<file path="src/rtl/uart_pkg.sv">
// Shared UART definitions: receiver/transmitter state encodings and oversampling constants.
package uart_pkg;

  typedef enum logic [2:0] {
    IDLE  = 3'd0,
    START = 3'd1,
    DATA  = 3'd2,
    STOP  = 3'd3,
    BREAK = 3'd4
  } uart_state_e;

  localparam int         OVERSAMPLE = 16;
  localparam logic [3:0] MID_TICK   = 4'd7;
  localparam logic [3:0] LAST_TICK  = 4'd15;

endpackage

</file>
<file path="src/rtl/sync_2ff.sv">
// Two-flop synchronizer for a single asynchronous input; reset value is a parameter.
module sync_2ff #(
  parameter logic RST_VAL = 1'b1
) (
  input  logic clk,
  input  logic rst,
  input  logic d,
  output logic q
);

  logic meta;

  always_ff @(posedge clk or posedge rst) begin
    if (rst) begin
      meta <= RST_VAL;
      q    <= RST_VAL;
    end else begin
      meta <= d;
      q    <= meta;
    end
  end

endmodule

</file>
<file path="src/rtl/uart_rx.sv">
// UART receiver: 16x oversampled, DBITS data bits LSB first, SBITS stop bits.
//   state | meaning
//   IDLE  | line idle, waiting for a low level
//   START | counting to mid start bit to confirm it is not a glitch
//   DATA  | sampling data bits at mid bit
//   STOP  | sampling stop bits; a low stop bit is a framing error
//   BREAK | framing error seen, waiting for the line to return high
module uart_rx
  import uart_pkg::*;
#(
  parameter int DBITS = 8,
  parameter int SBITS = 1
) (
  input  logic             clk,
  input  logic             rst,
  input  logic             s_tick,
  input  logic             rx,
  output logic [DBITS-1:0] dout,
  output logic             rx_done_tick,
  output logic             frame_err,
  output logic             rx_idle
);

  localparam logic [2:0] BIT_LAST  = 3'(DBITS - 1);
  localparam logic       STOP_LAST = 1'(SBITS - 1);

  uart_state_e      state, state_n;
  logic [3:0]       tick_cnt, tick_cnt_n;
  logic [2:0]       bit_cnt, bit_cnt_n;
  logic             stop_cnt, stop_cnt_n;
  logic [DBITS-1:0] shreg, shreg_n;
  logic [DBITS-1:0] dout_n;
  logic             done_n, ferr_n;
  logic             rx_s;

  sync_2ff #(.RST_VAL(1'b1)) u_sync_rx (
    .clk (clk),
    .rst (rst),
    .d   (rx),
    .q   (rx_s)
  );

  always_ff @(posedge clk or posedge rst) begin
    if (rst) begin
      state        <= IDLE;
      tick_cnt     <= '0;
      bit_cnt      <= '0;
      stop_cnt     <= 1'b0;
      shreg        <= '0;
      dout         <= '0;
      rx_done_tick <= 1'b0;
      frame_err    <= 1'b0;
    end else begin
      state        <= state_n;
      tick_cnt     <= tick_cnt_n;
      bit_cnt      <= bit_cnt_n;
      stop_cnt     <= stop_cnt_n;
      shreg        <= shreg_n;
      dout         <= dout_n;
      rx_done_tick <= done_n;
      frame_err    <= ferr_n;
    end
  end

  always_comb begin
    state_n    = state;
    tick_cnt_n = tick_cnt;
    bit_cnt_n  = bit_cnt;
    stop_cnt_n = stop_cnt;
    shreg_n    = shreg;
    dout_n     = dout;
    done_n     = 1'b0;
    ferr_n     = 1'b0;
    case (state)
      IDLE: begin
        if (!rx_s) begin
          state_n    = START;
          tick_cnt_n = '0;
        end
      end
      START: begin
        if (s_tick) begin
          if (tick_cnt == MID_TICK) begin
            if (!rx_s) begin
              state_n    = DATA;
              tick_cnt_n = '0;
              bit_cnt_n  = '0;
            end else begin
              state_n = IDLE;
            end
          end else begin
            tick_cnt_n = tick_cnt + 4'd1;
          end
        end
      end
      DATA: begin
        if (s_tick) begin
          if (tick_cnt == LAST_TICK) begin
            shreg_n    = {rx_s, shreg[DBITS-1:1]};
            tick_cnt_n = '0;
            if (bit_cnt == BIT_LAST) begin
              state_n    = STOP;
              stop_cnt_n = 1'b0;
            end else begin
              bit_cnt_n = bit_cnt + 3'd1;
            end
          end else begin
            tick_cnt_n = tick_cnt + 4'd1;
          end
        end
      end
      STOP: begin
        if (s_tick) begin
          if (tick_cnt == LAST_TICK) begin
            tick_cnt_n = '0;
            if (!rx_s) begin
              dout_n  = shreg;
              done_n  = 1'b1;
              ferr_n  = 1'b1;
              state_n = BREAK;
            end else if (stop_cnt == STOP_LAST) begin
              dout_n  = shreg;
              done_n  = 1'b1;
              state_n = IDLE;
            end else begin
              stop_cnt_n = stop_cnt + 1'b1;
            end
          end else begin
            tick_cnt_n = tick_cnt + 4'd1;
          end
        end
      end
      BREAK: begin
        if (rx_s) state_n = IDLE;
      end
      default: state_n = IDLE;
    endcase
  end

  assign rx_idle = (state == IDLE);

endmodule
</file>
<file path="config.mk">
export PLATFORM = sky130hd
export DESIGN_NAME = uart_rx
export DESIGN_NICKNAME = d
export VERILOG_FILES = /design/src/rtl/uart_pkg.sv /design/src/rtl/sync_2ff.sv /design/src/rtl/uart_rx.sv
export SDC_FILE = /design/constraint.sdc
export NUM_CORES = 1
export LEC_CHECK = 0
export BUFFER_PORTS_ARGS = -buffer_cell sky130_fd_sc_hd__buf_2
export CORE_ASPECT_RATIO = 0.75
export CORE_MARGIN = 2
export CORE_UTILIZATION = 40
export CTS_CLUSTER_DIAMETER = 120
export DETAILED_ROUTE_END_ITERATION = 8
export PLACE_DENSITY = 0.65
export RECOVER_POWER = 50
export SYNTH_ARGS = -nofsm -noshare
export SYNTH_HDL_FRONTEND = slang
export SYNTH_SLANG_ARGS = --single-unit
export TNS_END_PERCENT = 5
</file>
<file path="constraint.sdc">
create_clock -name clk -period 2.2 [get_ports clk]
set_input_delay 0.44 -clock clk [delete_from_list [all_inputs] [get_ports clk]]
set_output_delay 0.44 -clock clk [all_outputs]
set_load 0.03 [all_outputs]
</file>
* Word level (Yosys, flattened, before mapping) *
Cells that the tools add are included.

storage, ports and cells
  register bits after elaboration = 31
  input port bits = 4

operators by class
  reduce and logical (&&, ||, !) cells = 11
  add/subtract/negate cells = 3
  equal/unequal tests = 22
  muxes and demuxes = 45

operators with widths
  kind                   count
  $mux W3                17
  $ne A2 B2 Y1 const B   11
  $mux W4                5
  $mux W1                16
  $mux W8                2
  $pmux W3 S5            1
  $reduce_and A7 Y1      2
  $pmux W4 S3            1
  $reduce_and A10 Y1     1
  $eq A3 B2 Y1 const B   2
  $eq A3 B3 Y1 const B   2
  $ne A2 B1 Y1 const B   3
  $pmux W3 S2            1
  $reduce_and A3 Y1      2
  $add A4 B1 Y4 const B  1
  $eq A4 B3 Y1 const B   1
  $eq A4 B4 Y1 const B   1
  $reduce_and A4 Y1      1
  $reduce_bool A2 Y1     2
  $add A3 B1 Y3 const B  1
  $eq A3 B1 Y1 const B   1
  $logic_not A3 Y1       1
  $ne A3 B3 Y1 const B   1
  $reduce_bool A3 Y1     1
  other kinds (4)        4

* Longest topological paths before layout *
  word-level depth = 6
  gate-level depth with buffers = 6

* Modules after synthesis *
A second synthesis with hierarchy kept.

second synthesis, totals
  cell total of the unflattened synthesis = 109
  area total of the unflattened synthesis = 1347.5 um2

modules (own cells, without submodules)
  module    area an instance (um2)  instances  cells an instance  sequential area each (um2)
  uart_rx   1291.2                  1          106                700.7
  sync_2ff  56.3                    1          3                  52.6

* Worst setup path after synthesis *
Ideal clock, no wire load.

  kind = register to register
  start = register tick_cnt[0]
  end = register state[0]
  arrival = 1.519 ns
  path slack = 0.556 ns
  setup time = 0.125 ns
  data required time = 2.075 ns
  stages on the path, launching flop included = 6
  cell sequence = dfrtp_1 -> ha_1 -> and4_4 -> nor4_4 -> nor3_1 -> mux2_2

on the way
  cells in the longest elaborated chain, start to end = 3
  elaborated cells on any way between the ends = 6
  classes of those cells = 5 x eq/ne; 1 x reduce/logical

ends and longest elaborated chain
  element                                              line                                          RTL
  from (decl)                                          uart_rx.sv:28                                 logic [3:0] tick_cnt, tick_cnt_n;
  from (signal assigned)                               uart_rx.sv:55                                 tick_cnt <= tick_cnt_n;
  $eq A4 B4 Y1 / $eq A4 B3 Y1 (equally long branches)  uart_rx.sv:98, uart_rx.sv:114, uart_rx.sv:83
  $ne A2 B2 Y1 (no source line)                        --
  $reduce_and A10 Y1 (no source line) (*)              --
  to (signal assigned)                                 uart_rx.sv:54                                 state <= state_n;
  to (decl)                                            uart_rx.sv:27                                 uart_state_e state, state_n;

Mark *: on every way between the ends. The rest lies on a longest branch, timed or not.
A chain may end at the register's enable or synchronous reset.

* Final worst setup path *
  start = register state[0]
  end = output rx_idle

on the way
  cells in the longest elaborated chain, start to end = 1

ends and longest elaborated chain
  element           line            RTL
  $logic_not A3 Y1  uart_rx.sv:140  assign rx_idle = (state == IDLE);
  to (decl)         uart_rx.sv:21   output logic rx_idle

Every way passes these cells.

==> out/summary.log <==
[run_status] result of the run complete, no violations
[sta] final setup TNS 0 ns
[logic_synthesis] most frequently used cell type in the post-synthesis netlist sky130_fd_sc_hd__dfrtp_1
[cts] worst-case clock buffer depth 2
[setup_path] critical path fanouts, max 10
[power] leakage component of the power 0.790 nW
[die] effective utilization at floorplan 41.5%
[drt] Detailed Route Iter0 Violations 102
[sta] Hold Violations, Final 0
[logic_synthesis] cell types with the largest area share after synthesis sky130_fd_sc_hd__dfrtp_1, sky130_fd_sc_hd__mux2_2, sky130_fd_sc_hd__nand2_1, sky130_fd_sc_hd__dfstp_2, sky130_fd_sc_hd__a22o_1
[cts] clk_lat worst skew 0.28 ns
[power] net switching power of the design 474 uW
[power] Internal Dissipation 1.06 mW
[finish] fraction of the core area covered by cells at the end of the flow 47.7%
[setup_path] slowest cell delay on critical path 0.49 ns
[cts] TritonCTS buffer count 5
[logic_synthesis] Mapped Area 1350 sq um
[global_routing] maximum number of pins on one net before global-route repair 16
[logic_synthesis] Post-synth EDFFs 0
[setup_path] cells traversed along the worst timing path or2_2 > nor2_1 > buf_2
[logic_synthesis] primary flip-flop cell chosen by synthesis mapping sky130_fd_sc_hd__dfrtp_1
[global_routing] GRT Overall Usage 14.2%
[die] horizontal die dimension 71.0 um
[setup_path] startpoint kind of the worst setup timing path flip-flop
[power] power density over cell area 988 nW/um^2
[place] cell area reported after detailed placement 1470 sq um
[cts] CTS H-tree lvls 2
[global_routing] initial antenna violation count 0
[drt] number of nets still failing antenna checks after routing 0
[global_routing] vias in the first global route 858
[drt] aggregate routed wire length 2470 um
[cts] Clock Sinks 30
[sta] unrepaired setup endpoints after global routing false
[die] Placeable Area 3240 sq um
[die] die outline height 54.2 um
[setup_path] worst-case reg-to-reg path depth 4
[die] count of pins on the block boundary 15
[sta] Max transition margin 63.4%
[place] Port Buf Inserts 14
[sta] worst slew pin tran 0.550 ns
[place] dpl hpwl 1820 um
[place] instance count after placement with tap cells included 173
[logic_synthesis] number of synthesis warnings 0
[logic_synthesis] library cell with the largest summed area after synthesis sky130_fd_sc_hd__dfrtp_1
[logic_synthesis] flops & latches, synth 30
[logic_synthesis] number of nets in the synthesized netlist 126
[finish] fraction of layout cells with a size suffix above 1 26.2%
[setup_path] crit path kind flip-flop to primary output
[global_routing] global-route wire length before repair 4060 um
[global_routing] overall overflow remaining after global route 0
[drt] detail-routed via count per cell 5.17
[power] Clk network pwr share 28.6%
[finish] relative area change from synthesis to final layout 15.0%
[sta] total of endpoints with negative setup slack in the final report 0
[power] Max VDD drop 469 uV
[setup_path] Crit-path slowest cell sky130_fd_sc_hd__dfrtp_1
[sta] part of the cycle the worst path needs 84.7%
[die] floorplan die area 3850 sq um
[cts] cts hold-fix bufs 0
[setup_path] Crit Reg-Reg Startpoint state[0]
[logic_synthesis] Avg Inst Size Synth 11.3 sq um
[setup_path] Buf/Inv on CP 1
[cts] buffers inserted during post-CTS setup optimization 0
[setup_path] reg-to-reg critical path endpoint state[0]
[cts] Gates resized, CTS repair 0
[die] Core Rows 18
[cts] clock root cell sky130_fd_sc_hd__clkbuf_8
[drt] via count of the routed design 935
[sta] number of max-slew violations in the final report 0
[setup_path] Worst R2R Setup Slack 0.41 ns
[setup_path] category of cells accounting for the largest share of critical-path delay flip-flops
[finish] count of nets after finishing 147
[cts] CTS clock-pin slew for the worst setup and hold paths 0.06 ns
[setup_path] Critical Path Sink Type primary output
[logic_synthesis] async set or reset register ratio after synthesis 100%
[sta] Layout Skew 0.00646 ns
[power] proportion of power drawn by flip-flops and latches 48.2%
[finish] final non-filler cell area 1550 sq um
[logic_synthesis] Synth top area share 52.0%
[cts] clock tree from TritonCTS done
[drt] remaining design rule violation count 0
[job] max-capacitance violation count 0
[finish] antenna diode count 0
[drt] wire per inst 13.6 um
[setup_path] required time at the worst-slack endpoint 1.76 ns
[place] gpl congestion 0.808
[logic_synthesis] Seq/Total Area, Yosys 55.9%
[setup_path] Data arrival, critical path 1.42 ns
[power] combinational power share 23.3%
[drt] first-pass iteration count of the detailed router 4
[finish] fillcell total 306
[power] Sw Ratio 31.0%
[finish] fin cells 181
[logic_synthesis] Commonest cells post-synth sky130_fd_sc_hd__dfrtp_1, sky130_fd_sc_hd__nand2_1, sky130_fd_sc_hd__mux2_2, sky130_fd_sc_hd__nor2_1, sky130_fd_sc_hd__a22o_1
[logic_synthesis] number of unique standard cell types used by synthesis 33
[sta] Achievable Freq 537 MHz
[min_path] classification of the worst-slack hold path input port to async pin
[logic_synthesis] Syn Inst Count 119
[sta] post-layout minimum cycle time 1.86 ns
## cells in the final DEF (no fill, tap or decap), types with 2 or more instances in the layout
master | netlist | layout
sky130_fd_sc_hd__nor2b_1 | 4 | 4
sky130_fd_sc_hd__clkbuf_8 | 0 | 6
sky130_fd_sc_hd__o21ai_0 | 2 | 2
sky130_fd_sc_hd__nand2_1 | 27 | 27
sky130_fd_sc_hd__nor3_1 | 3 | 3
sky130_fd_sc_hd__dfstp_2 | 2 | 2
sky130_fd_sc_hd__nor3b_1 | 2 | 2
sky130_fd_sc_hd__dfrtp_1 | 28 | 28
sky130_fd_sc_hd__inv_1 | 2 | 2
sky130_fd_sc_hd__mux2_2 | 10 | 10
sky130_fd_sc_hd__buf_2 | 1 | 11
sky130_fd_sc_hd__a21oi_1 | 2 | 2
sky130_fd_sc_hd__a32o_1 | 2 | 2
sky130_fd_sc_hd__nand3_1 | 2 | 2
sky130_fd_sc_hd__ha_1 | 3 | 3
sky130_fd_sc_hd__nor2_1 | 7 | 7
sky130_fd_sc_hd__a22o_1 | 5 | 5
sky130_fd_sc_hd__clkbuf_1 | 1 | 7
## logic make-up after synthesis
logic type	Yosys count	synth area share [%]
AOI/OAI and AO/OA	16	9.57
adders and majority gates	3	2.79
buffers and inverters	6	2.32
DFF	30	55.9
muxes	10	8.36
and+or+nand+nor	54	21.0
## layout make-up
cell class              instances  area [sq um]  area share (%)
clock buffers                   8          90.1            5.82
inverters                       3          11.3           0.728
multi-input cells              83           562            36.3
flip-flops and latches         30           753            48.7
well taps                      40          50.0            3.23
repair buffers                 17          81.3            5.25
## worst register-to-register path, delay by kind of cell (launching register included)
family,cells,cell delay [ns]
mux,1,0.37
simple gates,3,0.83
flops,1,0.49
## routing by layer
metal | share of wire [%] | track usage, %
met1 | 48 | 19.2
met2 | 44 | 20.6
met3 | 6.4 | 5.16
met4 | 1.4 | 6.60
met5 | 0 | 0
## sequential cells by signal, summed over array words and instances (netlist names)
signal and cells:
rx_done_tick 1, dout 8, state 3, shreg 8, frame_err 1, bit_cnt 3, u_sync_rx.q 1, tick_cnt 4
u_sync_rx.meta 1
## worst max path at each step
stage                      startpoint  endpoint  slack [ns]  cells after the start
after floorplan           tick_cnt[0]  state[0]        0.56                      5
after global placement    tick_cnt[0]  state[0]        0.47                      5
after detailed placement  tick_cnt[0]  state[0]        0.42                      5
after CTS                    state[0]   rx_idle        0.34                      3
after global routing         state[0]   rx_idle        0.26                      3
final                        state[0]   rx_idle        0.34                      3
## power groups by stage
stage | clock (mW) | combinational, mW | sequential (mW)
floorplan | 0 | 0.320 | 0.694
global placement | 0 | 0.341 | 0.732
detailed placement | 0 | 0.355 | 0.740
CTS | 0.457 | 0.358 | 0.731
global route | 0.477 | 0.389 | 0.751
finish | 0.437 | 0.356 | 0.736
## metrics by stage
stage               setup slack [ns]  power (mW)  hold slack, ns
floorplan                      0.556        1.01           0.345
global placement               0.474        1.07           0.347
detailed placement             0.423        1.10           0.348
CTS                            0.339        1.55           0.200
global route                   0.258        1.62           0.230
finish                         0.337        1.53           0.187
(Power assumes the default switching activity.)
